==> config.mk <==
export PLATFORM = sky130hd
export DESIGN_NAME = mcdf_arbiter_flat
export DESIGN_NICKNAME = d
export VERILOG_FILES = /design/src/rtl/mcdf_arbiter_pkg.sv /design/src/rtl/mcdf_arbiter_if.sv /design/src/rtl/mcdf_arb_pick.sv /design/src/rtl/mcdf_arbiter.sv /design/src/flat_wrapper.sv
export SDC_FILE = /design/constraint.sdc
export NUM_CORES = 1
export LEC_CHECK = 0
export ABC_AREA = 1
export CORE_MARGIN = 3
export CORE_UTILIZATION = 45
export CTS_CLUSTER_SIZE = 24
export DETAILED_ROUTE_END_ITERATION = 16
export DONT_BUFFER_PORTS = 1
export PLACE_DENSITY = 0.69
export SLEW_MARGIN = 20
export SYNTH_ARGS = -nofsm -noshare
export SYNTH_HDL_FRONTEND = slang
export SYNTH_SLANG_ARGS = --single-unit
==> constraint.sdc <==
create_clock -name clk_i -period 2.3 [get_ports clk_i]
set_input_delay 0.575 -clock clk_i [delete_from_list [all_inputs] [get_ports clk_i]]
set_output_delay 0.575 -clock clk_i [all_outputs]
set_load 0.1 [all_outputs]
==> src/rtl/mcdf_arbiter_pkg.sv <==
// Shared MCDF arbiter definitions: channel count, widths, FSM states and length-code decode.
// Optional feature macro used across this block: MCDF_ARB_RR_EN (round-robin tie breaking).
package mcdf_arbiter_pkg;

    localparam int NUM_CH = 3;
    localparam int ID_W   = 2;
    localparam int PRIO_W = 2;
    localparam int LEN_W  = 3;
    localparam int CNT_W  = 6;

    typedef enum logic [1:0] {
        ST_IDLE = 2'd0,
        ST_REQ  = 2'd1,
        ST_ACK  = 2'd2,
        ST_XFER = 2'd3
    } arb_state_e;

    // Codes 4..7 saturate at the largest packet size.
    function automatic logic [CNT_W-1:0] len_decode(input logic [LEN_W-1:0] code);
        logic [CNT_W-1:0] words;
        case (code)
            3'd0:    words = 6'd4;
            3'd1:    words = 6'd8;
            3'd2:    words = 6'd16;
            default: words = 6'd32;
        endcase
        return words;
    endfunction

endpackage

==> src/rtl/mcdf_arbiter_if.sv <==
// Bundle of the arbiter's slave-FIFO side and formatter side signals.
// master = arbiter view, slave = surrounding FIFOs/formatter view.
interface mcdf_arbiter_if #(parameter int DATA_W = 32);
    logic              slv0_req_i,    slv1_req_i,    slv2_req_i;
    logic              slv0_val_i,    slv1_val_i,    slv2_val_i;
    logic [DATA_W-1:0] slv0_data_i,   slv1_data_i,   slv2_data_i;
    logic              slv0_en_i,     slv1_en_i,     slv2_en_i;
    logic [1:0]        slv0_prio_i,   slv1_prio_i,   slv2_prio_i;
    logic [2:0]        slv0_pkglen_i, slv1_pkglen_i, slv2_pkglen_i;
    logic              a2s0_ack_o,    a2s1_ack_o,    a2s2_ack_o;
    logic              a2f_req_o;
    logic              f2a_ack_i;
    logic [1:0]        a2f_id_o;
    logic [2:0]        a2f_pkglen_o;
    logic              a2f_val_o;
    logic [DATA_W-1:0] a2f_data_o;

    modport master (
        input  slv0_req_i, slv1_req_i, slv2_req_i,
        input  slv0_val_i, slv1_val_i, slv2_val_i,
        input  slv0_data_i, slv1_data_i, slv2_data_i,
        input  slv0_en_i, slv1_en_i, slv2_en_i,
        input  slv0_prio_i, slv1_prio_i, slv2_prio_i,
        input  slv0_pkglen_i, slv1_pkglen_i, slv2_pkglen_i,
        output a2s0_ack_o, a2s1_ack_o, a2s2_ack_o,
        output a2f_req_o, a2f_id_o, a2f_pkglen_o, a2f_val_o, a2f_data_o,
        input  f2a_ack_i
    );

    modport slave (
        output slv0_req_i, slv1_req_i, slv2_req_i,
        output slv0_val_i, slv1_val_i, slv2_val_i,
        output slv0_data_i, slv1_data_i, slv2_data_i,
        output slv0_en_i, slv1_en_i, slv2_en_i,
        output slv0_prio_i, slv1_prio_i, slv2_prio_i,
        output slv0_pkglen_i, slv1_pkglen_i, slv2_pkglen_i,
        input  a2s0_ack_o, a2s1_ack_o, a2s2_ack_o,
        input  a2f_req_o, a2f_id_o, a2f_pkglen_o, a2f_val_o, a2f_data_o,
        output f2a_ack_i
    );
endinterface

==> src/rtl/mcdf_arb_pick.sv <==
// Combinational winner select: lowest priority value among enabled requesters.
// Ties go to the lowest index, or round-robin after rr_ptr_i when MCDF_ARB_RR_EN is defined.
module mcdf_arb_pick
    import mcdf_arbiter_pkg::*;
(
    input  logic [NUM_CH-1:0]             req_i,
    input  logic [NUM_CH-1:0]             en_i,
    input  logic [NUM_CH-1:0][PRIO_W-1:0] prio_i,
`ifdef MCDF_ARB_RR_EN
    input  logic [ID_W-1:0]               rr_ptr_i,
`endif
    output logic [ID_W-1:0]               win_id_o,
    output logic                          any_valid_o
);

    logic [NUM_CH-1:0] cand_s;
    logic [NUM_CH-1:0] tied_s;
    logic [PRIO_W-1:0] best_s;

    // Find the best priority among candidates and mark everyone holding it.
    always_comb begin
        cand_s = req_i & en_i;
        best_s = {PRIO_W{1'b1}};
        tied_s = {NUM_CH{1'b0}};
        for (int i = 0; i < NUM_CH; i++) begin
            if (cand_s[i] && (prio_i[i] < best_s)) begin
                best_s = prio_i[i];
            end else begin
                best_s = best_s;
            end
        end
        for (int i = 0; i < NUM_CH; i++) begin
            tied_s[i] = cand_s[i] && (prio_i[i] == best_s);
        end
    end

    // Break ties among the best-priority candidates.
    always_comb begin
        win_id_o    = {ID_W{1'b0}};
        any_valid_o = |cand_s;
`ifdef MCDF_ARB_RR_EN
        begin : rr_sel
            logic found;
            int   idx;
            found = 1'b0;
            for (int k = 1; k <= NUM_CH; k++) begin
                idx = int'(rr_ptr_i) + k;
                if (idx >= NUM_CH) begin
                    idx = idx - NUM_CH;
                end else begin
                    idx = idx;
                end
                if (!found && tied_s[ID_W'(idx)]) begin
                    found    = 1'b1;
                    win_id_o = ID_W'(idx);
                end else begin
                    found = found;
                end
            end
        end
`else
        for (int i = NUM_CH - 1; i >= 0; i--) begin
            if (tied_s[i]) begin
                win_id_o = ID_W'(i);
            end else begin
                win_id_o = win_id_o;
            end
        end
`endif
    end

endmodule

==> src/rtl/mcdf_arbiter.sv <==
// MCDF arbiter: grants one slave FIFO at a time, handshakes a slot with the formatter,
// then forwards that FIFO's burst. Round-robin tie breaking is enabled by MCDF_ARB_RR_EN.
module mcdf_arbiter
    import mcdf_arbiter_pkg::*;
#(
    parameter int DATA_W = 32
) (
    input  logic           clk_i,
    input  logic           rstn_i,
    mcdf_arbiter_if.master bus
);

    logic [NUM_CH-1:0]             req_s, en_s, val_s;
    logic [NUM_CH-1:0][PRIO_W-1:0] prio_s;
    logic [NUM_CH-1:0][LEN_W-1:0]  pkglen_s;
    logic [DATA_W-1:0]             data_s [NUM_CH];
    logic [ID_W-1:0]               win_id_s;
    logic                          any_valid_s;
    logic [CNT_W-1:0]              cnt_inc_s;

    arb_state_e        state_q,      state_d;
    logic [ID_W-1:0]   id_q,         id_d;
    logic [LEN_W-1:0]  pkglen_q,     pkglen_d;
    logic [CNT_W-1:0]  cnt_q,        cnt_d;
    logic              a2f_req_q,    a2f_req_d;
    logic [NUM_CH-1:0] ack_q,        ack_d;
    logic              a2f_val_q,    a2f_val_d;
    logic [DATA_W-1:0] a2f_data_q,   a2f_data_d;
`ifdef MCDF_ARB_RR_EN
    logic [ID_W-1:0]   rr_ptr_q,     rr_ptr_d;
`endif

    assign req_s    = {bus.slv2_req_i, bus.slv1_req_i, bus.slv0_req_i};
    assign en_s     = {bus.slv2_en_i, bus.slv1_en_i, bus.slv0_en_i};
    assign val_s    = {bus.slv2_val_i, bus.slv1_val_i, bus.slv0_val_i};
    assign prio_s   = {bus.slv2_prio_i, bus.slv1_prio_i, bus.slv0_prio_i};
    assign pkglen_s = {bus.slv2_pkglen_i, bus.slv1_pkglen_i, bus.slv0_pkglen_i};
    assign data_s[0] = bus.slv0_data_i;
    assign data_s[1] = bus.slv1_data_i;
    assign data_s[2] = bus.slv2_data_i;
    assign cnt_inc_s = cnt_q + 6'd1;

    mcdf_arb_pick u_pick (
        .req_i       (req_s),
        .en_i        (en_s),
        .prio_i      (prio_s),
`ifdef MCDF_ARB_RR_EN
        .rr_ptr_i    (rr_ptr_q),
`endif
        .win_id_o    (win_id_s),
        .any_valid_o (any_valid_s)
    );

    // Next-state and next-output logic for the grant/transfer sequence.
    always_comb begin
        state_d    = state_q;
        id_d       = id_q;
        pkglen_d   = pkglen_q;
        cnt_d      = cnt_q;
        a2f_req_d  = 1'b0;
        ack_d      = {NUM_CH{1'b0}};
        a2f_val_d  = 1'b0;
        a2f_data_d = a2f_data_q;
`ifdef MCDF_ARB_RR_EN
        rr_ptr_d   = rr_ptr_q;
`endif
        case (state_q)
            ST_IDLE: begin
                if (any_valid_s) begin
                    id_d      = win_id_s;
                    pkglen_d  = pkglen_s[win_id_s];
                    a2f_req_d = 1'b1;
                    state_d   = ST_REQ;
`ifdef MCDF_ARB_RR_EN
                    rr_ptr_d  = win_id_s;
`endif
                end else begin
                    state_d = ST_IDLE;
                end
            end
            ST_REQ: begin
                if (bus.f2a_ack_i) begin
                    ack_d[id_q] = 1'b1;
                    state_d     = ST_ACK;
                end else begin
                    a2f_req_d = 1'b1;
                end
            end
            ST_ACK: begin
                cnt_d   = {CNT_W{1'b0}};
                state_d = ST_XFER;
            end
            ST_XFER: begin
                // Only the latched channel is forwarded; everyone else's val is ignored.
                if (val_s[id_q]) begin
                    a2f_val_d  = 1'b1;
                    a2f_data_d = data_s[id_q];
                    cnt_d      = cnt_inc_s;
                    if (cnt_inc_s == len_decode(pkglen_q)) begin
                        state_d = ST_IDLE;
                    end else begin
                        state_d = ST_XFER;
                    end
                end else begin
                    state_d = ST_XFER;
                end
            end
            default: begin
                state_d = ST_IDLE;
            end
        endcase
    end

    // State and registered outputs; reset aborts any in-flight packet.
    always_ff @(posedge clk_i or negedge rstn_i) begin
        if (!rstn_i) begin
            state_q    <= ST_IDLE;
            id_q       <= {ID_W{1'b0}};
            pkglen_q   <= {LEN_W{1'b0}};
            cnt_q      <= {CNT_W{1'b0}};
            a2f_req_q  <= 1'b0;
            ack_q      <= {NUM_CH{1'b0}};
            a2f_val_q  <= 1'b0;
            a2f_data_q <= {DATA_W{1'b0}};
`ifdef MCDF_ARB_RR_EN
            rr_ptr_q   <= 2'd2;
`endif
        end else begin
            state_q    <= state_d;
            id_q       <= id_d;
            pkglen_q   <= pkglen_d;
            cnt_q      <= cnt_d;
            a2f_req_q  <= a2f_req_d;
            ack_q      <= ack_d;
            a2f_val_q  <= a2f_val_d;
            a2f_data_q <= a2f_data_d;
`ifdef MCDF_ARB_RR_EN
            rr_ptr_q   <= rr_ptr_d;
`endif
        end
    end

    assign bus.a2s0_ack_o   = ack_q[0];
    assign bus.a2s1_ack_o   = ack_q[1];
    assign bus.a2s2_ack_o   = ack_q[2];
    assign bus.a2f_req_o    = a2f_req_q;
    assign bus.a2f_id_o     = id_q;
    assign bus.a2f_pkglen_o = pkglen_q;
    assign bus.a2f_val_o    = a2f_val_q;
    assign bus.a2f_data_o   = a2f_data_q;

endmodule
==> src/flat_wrapper.sv <==
// flat-port wrapper written by rule: the top's interface ports become plain ports
module mcdf_arbiter_flat import mcdf_arbiter_pkg::*;
#(
    parameter int DATA_W = 32
)
  (clk_i, rstn_i, bus_slv0_req_i, bus_slv1_req_i, bus_slv2_req_i, bus_slv0_val_i, bus_slv1_val_i, bus_slv2_val_i, bus_slv0_data_i, bus_slv1_data_i, bus_slv2_data_i, bus_slv0_en_i, bus_slv1_en_i, bus_slv2_en_i, bus_slv0_prio_i, bus_slv1_prio_i, bus_slv2_prio_i, bus_slv0_pkglen_i, bus_slv1_pkglen_i, bus_slv2_pkglen_i, bus_a2s0_ack_o, bus_a2s1_ack_o, bus_a2s2_ack_o, bus_a2f_req_o, bus_a2f_id_o, bus_a2f_pkglen_o, bus_a2f_val_o, bus_a2f_data_o, bus_f2a_ack_i);
  mcdf_arbiter_if #(.DATA_W(DATA_W)) bus_i ();
  input  logic clk_i;
  input  logic rstn_i;
  input wire logic [$bits(bus_i.slv0_req_i)-1:0] bus_slv0_req_i;
  input wire logic [$bits(bus_i.slv1_req_i)-1:0] bus_slv1_req_i;
  input wire logic [$bits(bus_i.slv2_req_i)-1:0] bus_slv2_req_i;
  input wire logic [$bits(bus_i.slv0_val_i)-1:0] bus_slv0_val_i;
  input wire logic [$bits(bus_i.slv1_val_i)-1:0] bus_slv1_val_i;
  input wire logic [$bits(bus_i.slv2_val_i)-1:0] bus_slv2_val_i;
  input wire logic [$bits(bus_i.slv0_data_i)-1:0] bus_slv0_data_i;
  input wire logic [$bits(bus_i.slv1_data_i)-1:0] bus_slv1_data_i;
  input wire logic [$bits(bus_i.slv2_data_i)-1:0] bus_slv2_data_i;
  input wire logic [$bits(bus_i.slv0_en_i)-1:0] bus_slv0_en_i;
  input wire logic [$bits(bus_i.slv1_en_i)-1:0] bus_slv1_en_i;
  input wire logic [$bits(bus_i.slv2_en_i)-1:0] bus_slv2_en_i;
  input wire logic [$bits(bus_i.slv0_prio_i)-1:0] bus_slv0_prio_i;
  input wire logic [$bits(bus_i.slv1_prio_i)-1:0] bus_slv1_prio_i;
  input wire logic [$bits(bus_i.slv2_prio_i)-1:0] bus_slv2_prio_i;
  input wire logic [$bits(bus_i.slv0_pkglen_i)-1:0] bus_slv0_pkglen_i;
  input wire logic [$bits(bus_i.slv1_pkglen_i)-1:0] bus_slv1_pkglen_i;
  input wire logic [$bits(bus_i.slv2_pkglen_i)-1:0] bus_slv2_pkglen_i;
  output wire logic [$bits(bus_i.a2s0_ack_o)-1:0] bus_a2s0_ack_o;
  output wire logic [$bits(bus_i.a2s1_ack_o)-1:0] bus_a2s1_ack_o;
  output wire logic [$bits(bus_i.a2s2_ack_o)-1:0] bus_a2s2_ack_o;
  output wire logic [$bits(bus_i.a2f_req_o)-1:0] bus_a2f_req_o;
  output wire logic [$bits(bus_i.a2f_id_o)-1:0] bus_a2f_id_o;
  output wire logic [$bits(bus_i.a2f_pkglen_o)-1:0] bus_a2f_pkglen_o;
  output wire logic [$bits(bus_i.a2f_val_o)-1:0] bus_a2f_val_o;
  output wire logic [$bits(bus_i.a2f_data_o)-1:0] bus_a2f_data_o;
  input wire logic [$bits(bus_i.f2a_ack_i)-1:0] bus_f2a_ack_i;
  assign bus_i.slv0_req_i = bus_slv0_req_i;
  assign bus_i.slv1_req_i = bus_slv1_req_i;
  assign bus_i.slv2_req_i = bus_slv2_req_i;
  assign bus_i.slv0_val_i = bus_slv0_val_i;
  assign bus_i.slv1_val_i = bus_slv1_val_i;
  assign bus_i.slv2_val_i = bus_slv2_val_i;
  assign bus_i.slv0_data_i = bus_slv0_data_i;
  assign bus_i.slv1_data_i = bus_slv1_data_i;
  assign bus_i.slv2_data_i = bus_slv2_data_i;
  assign bus_i.slv0_en_i = bus_slv0_en_i;
  assign bus_i.slv1_en_i = bus_slv1_en_i;
  assign bus_i.slv2_en_i = bus_slv2_en_i;
  assign bus_i.slv0_prio_i = bus_slv0_prio_i;
  assign bus_i.slv1_prio_i = bus_slv1_prio_i;
  assign bus_i.slv2_prio_i = bus_slv2_prio_i;
  assign bus_i.slv0_pkglen_i = bus_slv0_pkglen_i;
  assign bus_i.slv1_pkglen_i = bus_slv1_pkglen_i;
  assign bus_i.slv2_pkglen_i = bus_slv2_pkglen_i;
  assign bus_a2s0_ack_o = bus_i.a2s0_ack_o;
  assign bus_a2s1_ack_o = bus_i.a2s1_ack_o;
  assign bus_a2s2_ack_o = bus_i.a2s2_ack_o;
  assign bus_a2f_req_o = bus_i.a2f_req_o;
  assign bus_a2f_id_o = bus_i.a2f_id_o;
  assign bus_a2f_pkglen_o = bus_i.a2f_pkglen_o;
  assign bus_a2f_val_o = bus_i.a2f_val_o;
  assign bus_a2f_data_o = bus_i.a2f_data_o;
  assign bus_i.f2a_ack_i = bus_f2a_ack_i;
  mcdf_arbiter #(.DATA_W(DATA_W)) u_core (.clk_i(clk_i), .rstn_i(rstn_i), .bus(bus_i));
endmodule
==> results.yml, run 1 <==
run_status:
  status: "finished, violations left"
  violations: "setup timing"
yosys:
  netlist.area_leader.share_pct: 40.98
  synthCells: 397
  ys_seq_area_share_pct: 40.98
  synth_top_cell_by_area: "dfrtp_1"
  ys_types: 28
  synthFlopType: "dfrtp_1"
  syn_nets: 524
  ys_ff_latch: 50
  syn_area_um2: 3053
  yosysWarnings: 0
  avgSynthCellArea_um2: 7.690
  synth_area_leaders: "dfrtp_1 (41%), nand2_1 (13%), a41oi_1 (9.2%), nand3_1 (8.5%), nor2_1 (5.8%)"
  async_flop_share_pct: 100.0
  synth_enable_flop_cells: 0
placed_design:
  place_hpwl_mm: 6.197
  place_area_um2: 3553
  dp.cells: 509
  numPortBuffers: 0
  place_congestion: 0.9734
die:
  die_area_um2: 7808
  die_y_um: 88.37
  fp.dieW_um: 88.37
  ioPinCount: 165
  coreArea_um2: 6459
  start_util_pct: 47.27
  rows: 29
sta:
  finalHoldViolations: 0
  rsz0062_at_grt: "yes"
  fin_crit_sh_pct: 100.9
  slew_violations: 0
  fin_setup_tns_ns: -0.04248
  worst_slack_ns: -0.01975
  max-slew-margin-rel_pct: 56.32
  clock_skew_ns: 0.006540
  period_needed_ns: 2.320
  tightest_slew_ns: 0.6483
  whs_ns: 0.1050
  max_freq_mhz: 431.1
  setup_violations: 3
setup_path:
  critPathKind: "in -> reg"
  r2r_cells: 9
  cp-start-kind: "primary input"
  arrival_ns: 2.52
  rr_startpoint: "u_core.cnt_q[0]$_DFFE_PN0P_"
  crit_fanout: 5
  cp.buffers_inverters: 1
  reg2reg_slack_ns: 0.25
  critPathSlowestCell: "ha_4"
  cpPeakStageDelay_ns: 0.30
  critPathTopFamily: "simple AND/OR/NAND/NOR gates"
  path_cells: "nand2_8 -> nor2_4 -> ha_4 -> nand2_4 -> nand2_4 -> o21ai_2 -> o21ai_4 -> inv_2 -> ha_4 -> nand2_8 -> nand2_8 -> nand2_4 -> nand3_4 -> nand2_1 -> nor2_1 -> nand2_1 -> nand3_4 -> nor2_1 -> a21oi_1 -> nand2_1"
  endpoint_kind: "flop"
  critPathRequiredTime_ns: 2.50
  rr_endpoint: "u_core.state_q[0]$_DFFE_PN0N_"
layout:
  final_cells: 523
  nets: 572
  areaGrowthSynthToFinish_pct: 27.42
  finalInstanceArea_um2: 3890
  antennaDiodeCount: 0
  drive_gt1_share_pct: 29.37
detailed_routing:
  routed_wl_mm: 8.592
  route.detailed.drc: 0
  initialDrtViolationCount: 81
  vias_per_cell: 5.673
  drt_pass1_iterations: 4
  routedWlPerCell_um: 16.43
  vias: 2967
  detail-route-antenna-nets: 0
pwr:
  power_density_nw_per_um2: 1792
  ir_drop_v: 0.001252
  p_leak_nw: 1.713
global_routing:
  antenna_found_initial: 0
  grt.total_usage_pct: 19.58
  grt_max_degree: 51
  first_global_vias: 2629
  grt_pass1_wl_mm: 12.10
  grt-ovfl-total: 0
clock_network:
  clock_path_buffers: 2
  cts.htree.levels: 2
  cts_root_buf: "clkbuf_8"
  numCtsBuffers: 5
  cts_tree: "built"
  cts.sinks: 50
  clk_pin_slew_ns: 0.09
  clkLatencyLatePin_ns: 0.30
run:
  cap_viol_max_count: 0
worst_hold_path:
  hp-class: "in -> async"
[per-layer routing]
layer / share of wire, % / GRT usage, % / vias to the layer above
met5: 0 / 0 / -
met4: 1.9 / 4.808 / 0
met3: 7.6 / 5.400 / 17
met2: 52 / 33.31 / 132
met1: 39 / 24.74 / 1383
li1: - / - / 1435
[power by group]
group          internal, mW  total (mW)  leakage [nW]  switching [mW]
sequential             1.27        1.48         0.585           0.208
combinational          1.10        4.99          1.08            3.88
clock                 0.215       0.501        0.0452           0.286
[state kept, by name (all words and copies together), names as in the netlist]
| signal | cells |
|---|---|
| u_core.ack_q | 3 |
| u_core.bus.a2f_data_o | 32 |
| u_core.bus.a2f_id_o | 2 |
| u_core.bus.a2f_pkglen_o | 3 |
| u_core.bus.a2f_req_o | 1 |
| u_core.bus.a2f_val_o | 1 |
| u_core.cnt_q | 6 |
| u_core.state_q | 2 |
[cell families after synthesis]
group,synth area share (%)
AND/OR/NAND/NOR,36.52
AO/OA/AOI/OAI,13.11
flip-flops,40.98
buffers and inverters,6.312
XOR/XNOR,1.434
adder cells (fa/ha/maj),1.639
[cell usage in the layout, fill, tap and decap left out, types with 5 or more instances in the layout]
cell type / synthesis / final
nand3_2: 5 / 8
a41oi_1: 32 / 32
clkbuf_8: 0 / 5
nor2_2: 2 / 5
nand2_2: 13 / 11
nand3_4: 3 / 7
nor2_1: 47 / 42
inv_1: 22 / 21
o21ai_0: 6 / 5
nand3_1: 52 / 45
nand2_4: 2 / 7
nand2_1: 107 / 101
buf_4: 0 / 57
inv_2: 7 / 8
dfrtp_1: 50 / 48
[cell type report]
cell class | count | area (µm²)
fillers | 546 | 2569
multi-input cells | 298 | 1829
flip-flops and latches | 50 | 1254
repair buffers | 61 | 515.5
inverters | 29 | 108.9
well taps | 77 | 96.34
clock buffers | 6 | 72.57
clock inverters | 2 | 13.76
[through the flow]
step | util, % | power, mW | setup slack (ns)
4_1_cts | 56.78 | 6.965 | 0.01892
3_5_place_dp | 55.02 | 6.427 | -0.3001
3_3_place_gp | 55.02 | 6.343 | -0.2263
2_1_floorplan | - | 5.353 | -0.2026
6_report | 60.23 | 6.970 | -0.01975
5_1_grt | 60.23 | 7.374 | -0.1421
[timing repair]
item / CTS / global route
gates resized for setup: 0 / 32
endpoints found under the hold margin: 50 / 0
hold buffers: 1 / 0
setup endpoints to repair: 0 / 5
setup buffers: 0 / 5
[Yosys cell counts (all sizes together) (3+ instances only)]
cell,n
nand2,122
nand3,60
nor2,52
dfrtp,50
a41oi,32
inv,29
clkbuf,13
o21ai,8
buf,7
a21oi,4
ha,4
xor2,4
nor3,3
o22ai,3
[how the worst max path moves through the flow]
stage          cells after the start  slack (ns)                                      to            from
2_1_floorplan                     19       -0.20  u_core.bus.a2f_pkglen_o[2]$_DFFE_PN0P_  bus_slv0_req_i
4_1_cts                           18        0.02  u_core.bus.a2f_pkglen_o[1]$_DFFE_PN0P_  bus_slv0_req_i
6_report                          20       -0.02  u_core.bus.a2f_pkglen_o[2]$_DFFE_PN0P_  bus_slv0_req_i
3_3_place_gp                      19       -0.23  u_core.bus.a2f_pkglen_o[2]$_DFFE_PN0P_  bus_slv0_req_i
3_5_place_dp                      18       -0.30  u_core.bus.a2f_pkglen_o[2]$_DFFE_PN0P_  bus_slv0_req_i
5_1_grt                           21       -0.14  u_core.bus.a2f_pkglen_o[1]$_DFFE_PN0P_  bus_slv0_req_i
No activity file was read; power rests on OpenSTA's default activity.
==> run 2: changes to the inputs <==
--- a/config.mk
+++ b/config.mk
@@ -11,7 +11,6 @@
 export CTS_CLUSTER_SIZE = 24
 export DETAILED_ROUTE_END_ITERATION = 16
 export DONT_BUFFER_PORTS = 1
-export PLACE_DENSITY = 0.69
 export SLEW_MARGIN = 20
 export SYNTH_ARGS = -nofsm -noshare
 export SYNTH_HDL_FRONTEND = slang
==> run 2 against run 1 <==
Effect of this change: the flow still finishes with violations (setup timing); global-route usage increased by 1.4 points; flip-flop and latch count unchanged; total power increased by 1.8%; die area unchanged; register-to-register slack improved by 0.17 ns; worst setup slack got worse by 0.051 ns; maximum frequency decreased by 2.1%; non-clock buffer count decreased by 1; sequential share of layout area decreased by 0.11 points; via count decreased by 0.57%; utilization increased by 0.21 points; worst hold slack improved by 0.017 ns.
==> results.yml, run 2 (synthesis results as in run 1) <==
sta:
  rsz0062_at_grt: "yes"
  fin_crit_sh_pct: 103.1
  setup_violations: 4
  finalHoldViolations: 0
  worst_slack_ns: -0.07059
  max-slew-margin-rel_pct: 53.45
  fin_setup_tns_ns: -0.1783
  slew_violations: 0
  max_freq_mhz: 421.8
  clock_skew_ns: 0.01342
  period_needed_ns: 2.371
  tightest_slew_ns: 0.6909
pwr:
  total_power_mw: 7.094
  ir_drop_v: 0.001008
  power_density_nw_per_um2: 1817
  p_leak_nw: 1.707
detailed_routing:
  drt_pass1_iterations: 4
  routed_wl_mm: 8.929
  vias_per_cell: 5.651
  vias: 2950
  detail-route-antenna-nets: 0
  initialDrtViolationCount: 175
  route.detailed.drc: 0
  routedWlPerCell_um: 17.11
die:
  rows: 29
  die_y_um: 88.37
  start_util_pct: 47.27
  die_area_um2: 7808
  coreArea_um2: 6459
  ioPinCount: 165
  fp.dieW_um: 88.37
placed_design:
  numPortBuffers: 0
  place_hpwl_mm: 6.426
  place_congestion: 0.9021
setup_path:
  critPathRequiredTime_ns: 2.50
  arrival_ns: 2.57
  reg2reg_slack_ns: 0.42
  cp_common_cell: "nand2_2"
  r2r_cells: 9
  critPathKind: "in -> reg"
  crit_fanout: 5
  cpPeakStageDelay_ns: 0.25
  path_cells: "nand2_8 -> nor2_4 -> ha_4 -> nand2_2 -> nand2_2 -> o21ai_1 -> o21ai_2 -> inv_2 -> ha_4 -> nor2_4 -> buf_12 -> nand2_8 -> nand2_4 -> nand2_4 -> nand2_2 -> nand2_2 -> nor2_4 -> nand3_4 -> nor2_2 -> nor2_2 -> nand2_1 -> nand2_1"
  critPathSlowestCell: "ha_4"
  endpoint_kind: "flop"
  cp-start-kind: "primary input"
clock_network:
  numCtsBuffers: 5
  cts.htree.levels: 2
  cts_root_buf: "clkbuf_8"
  clock_path_buffers: 2
  clk_pin_slew_ns: 0.09
  clkLatencyLatePin_ns: 0.30
  cts_tree: "built"
  cts.sinks: 50
layout:
  final_cell_mix: "nand2_1 (93), buf_4 (57), dfrtp_1 (48), nand3_1 (47), nor2_1 (41)"
  areaGrowthSynthToFinish_pct: 27.87
  largest_register_ffs: 32
  layout_commonest_cell: "nand2_1"
  multi_input_area_um2: 1831
  seq_area_um2: 1254
  nets: 571
  antennaDiodeCount: 0
  drive_gt1_share_pct: 30.56
  fillers: 593
run:
  cap_viol_max_count: 0
worst_hold_path:
  hp-class: "in -> async"
global_routing:
  first_global_vias: 2636
  grt_pass1_wl_mm: 12.69
  grt_max_degree: 69
  grt-ovfl-total: 0
  antenna_found_initial: 0
  grt.total_usage_pct: 20.96
run_status:
  violations: "setup timing"
  status: "finished, violations left"
## run 2: cell count changes in the layout (fill, tap and decap cells not counted), sizes merged
| cell | before | now |
|---|---|---|
| clkinv | 2 | 0 |
| clkbuf | 6 | 7 |
| bufinv | 0 | 1 |
| buf | 61 | 60 |
## run 2: report_power, final
part | leakage, nW | internal [mW] | switching, mW
combinational | 1.06 | 1.09 | 3.93
sequential | 0.585 | 1.27 | 0.181
clock | 0.0585 | 0.355 | 0.272
## run 2: metrics by stage
| stage | utilization [%] | std cells | setup WS [ns] | area [µm²] | hold WS (ns) |
|---|---|---|---|---|---|
| 2_1_floorplan | - | 397 | -0.2026 | 3097 | 0.2794 |
| 3_3_place_gp | 54.94 | 510 | -0.2427 | 3548 | 0.2808 |
| 3_5_place_dp | 54.94 | 510 | -0.3008 | 3548 | 0.2814 |
| 4_1_cts | 57.17 | 519 | 0.02370 | 3692 | 0.1206 |
| 5_1_grt | 60.44 | 522 | -0.1906 | 3904 | 0.1198 |
| 6_report | 60.44 | 522 | -0.07059 | 3904 | 0.1219 |
## run 2: what timing repair did
item | CTS | global route
buffers inserted | 0 | 3
setup endpoints to repair | 0 | 5
hold buffers | 1 | 0
hold endpoints to repair | 50 | 0
resized for setup | 0 | 38
## run 2: metal layers
metal  share of wire [%]  global-route usage (%)  up-vias
met1                  39                   25.40     1368
met4                 1.7                   5.632        0
met5                   0                       0        -
met2                  52                   37.53      128
met3                 7.4                   4.655       14
li1                    -                       -     1440
## run 2: worst max-delay path: cells and delay by family
kind / cells / cell delay (ns)
adders and majority gates: 2 / 0.42
and+or+nand+nor: 16 / 1.17
buffers and inverters: 2 / 0.21
AOI/OAI and AO/OA: 2 / 0.16
## run 2: final timing paths
check | endpoint | start
worst min-delay path | u_core.bus.a2f_data_o[25]$_DFFE_PN0P_ | rstn_i
worst max register to register | u_core.state_q[0]$_DFFE_PN0N_ | u_core.cnt_q[0]$_DFFE_PN0P_
worst min register to register | u_core.cnt_q[0]$_DFFE_PN0P_ | u_core.cnt_q[0]$_DFFE_PN0P_
min in group clk_i | u_core.bus.a2f_req_o$_DFF_PN0_ | bus_f2a_ack_i
worst max-delay path | u_core.bus.a2f_pkglen_o[0]$_DFFE_PN0P_ | bus_slv0_req_i
max in group asynchronous | u_core.bus.a2f_id_o[0]$_DFFE_PN0P_ | rstn_i
## run 2: layout make-up
cell class / instances / area share, %
Tap cell: 77 / 2.468
Sequential cell: 50 / 32.12
Clock inverter: 1 / 0.7692
Clock buffer: 7 / 2.212
Multi-Input combinational cell: 298 / 46.89
Timing Repair Buffer: 60 / 12.69
Inverter: 29 / 2.853
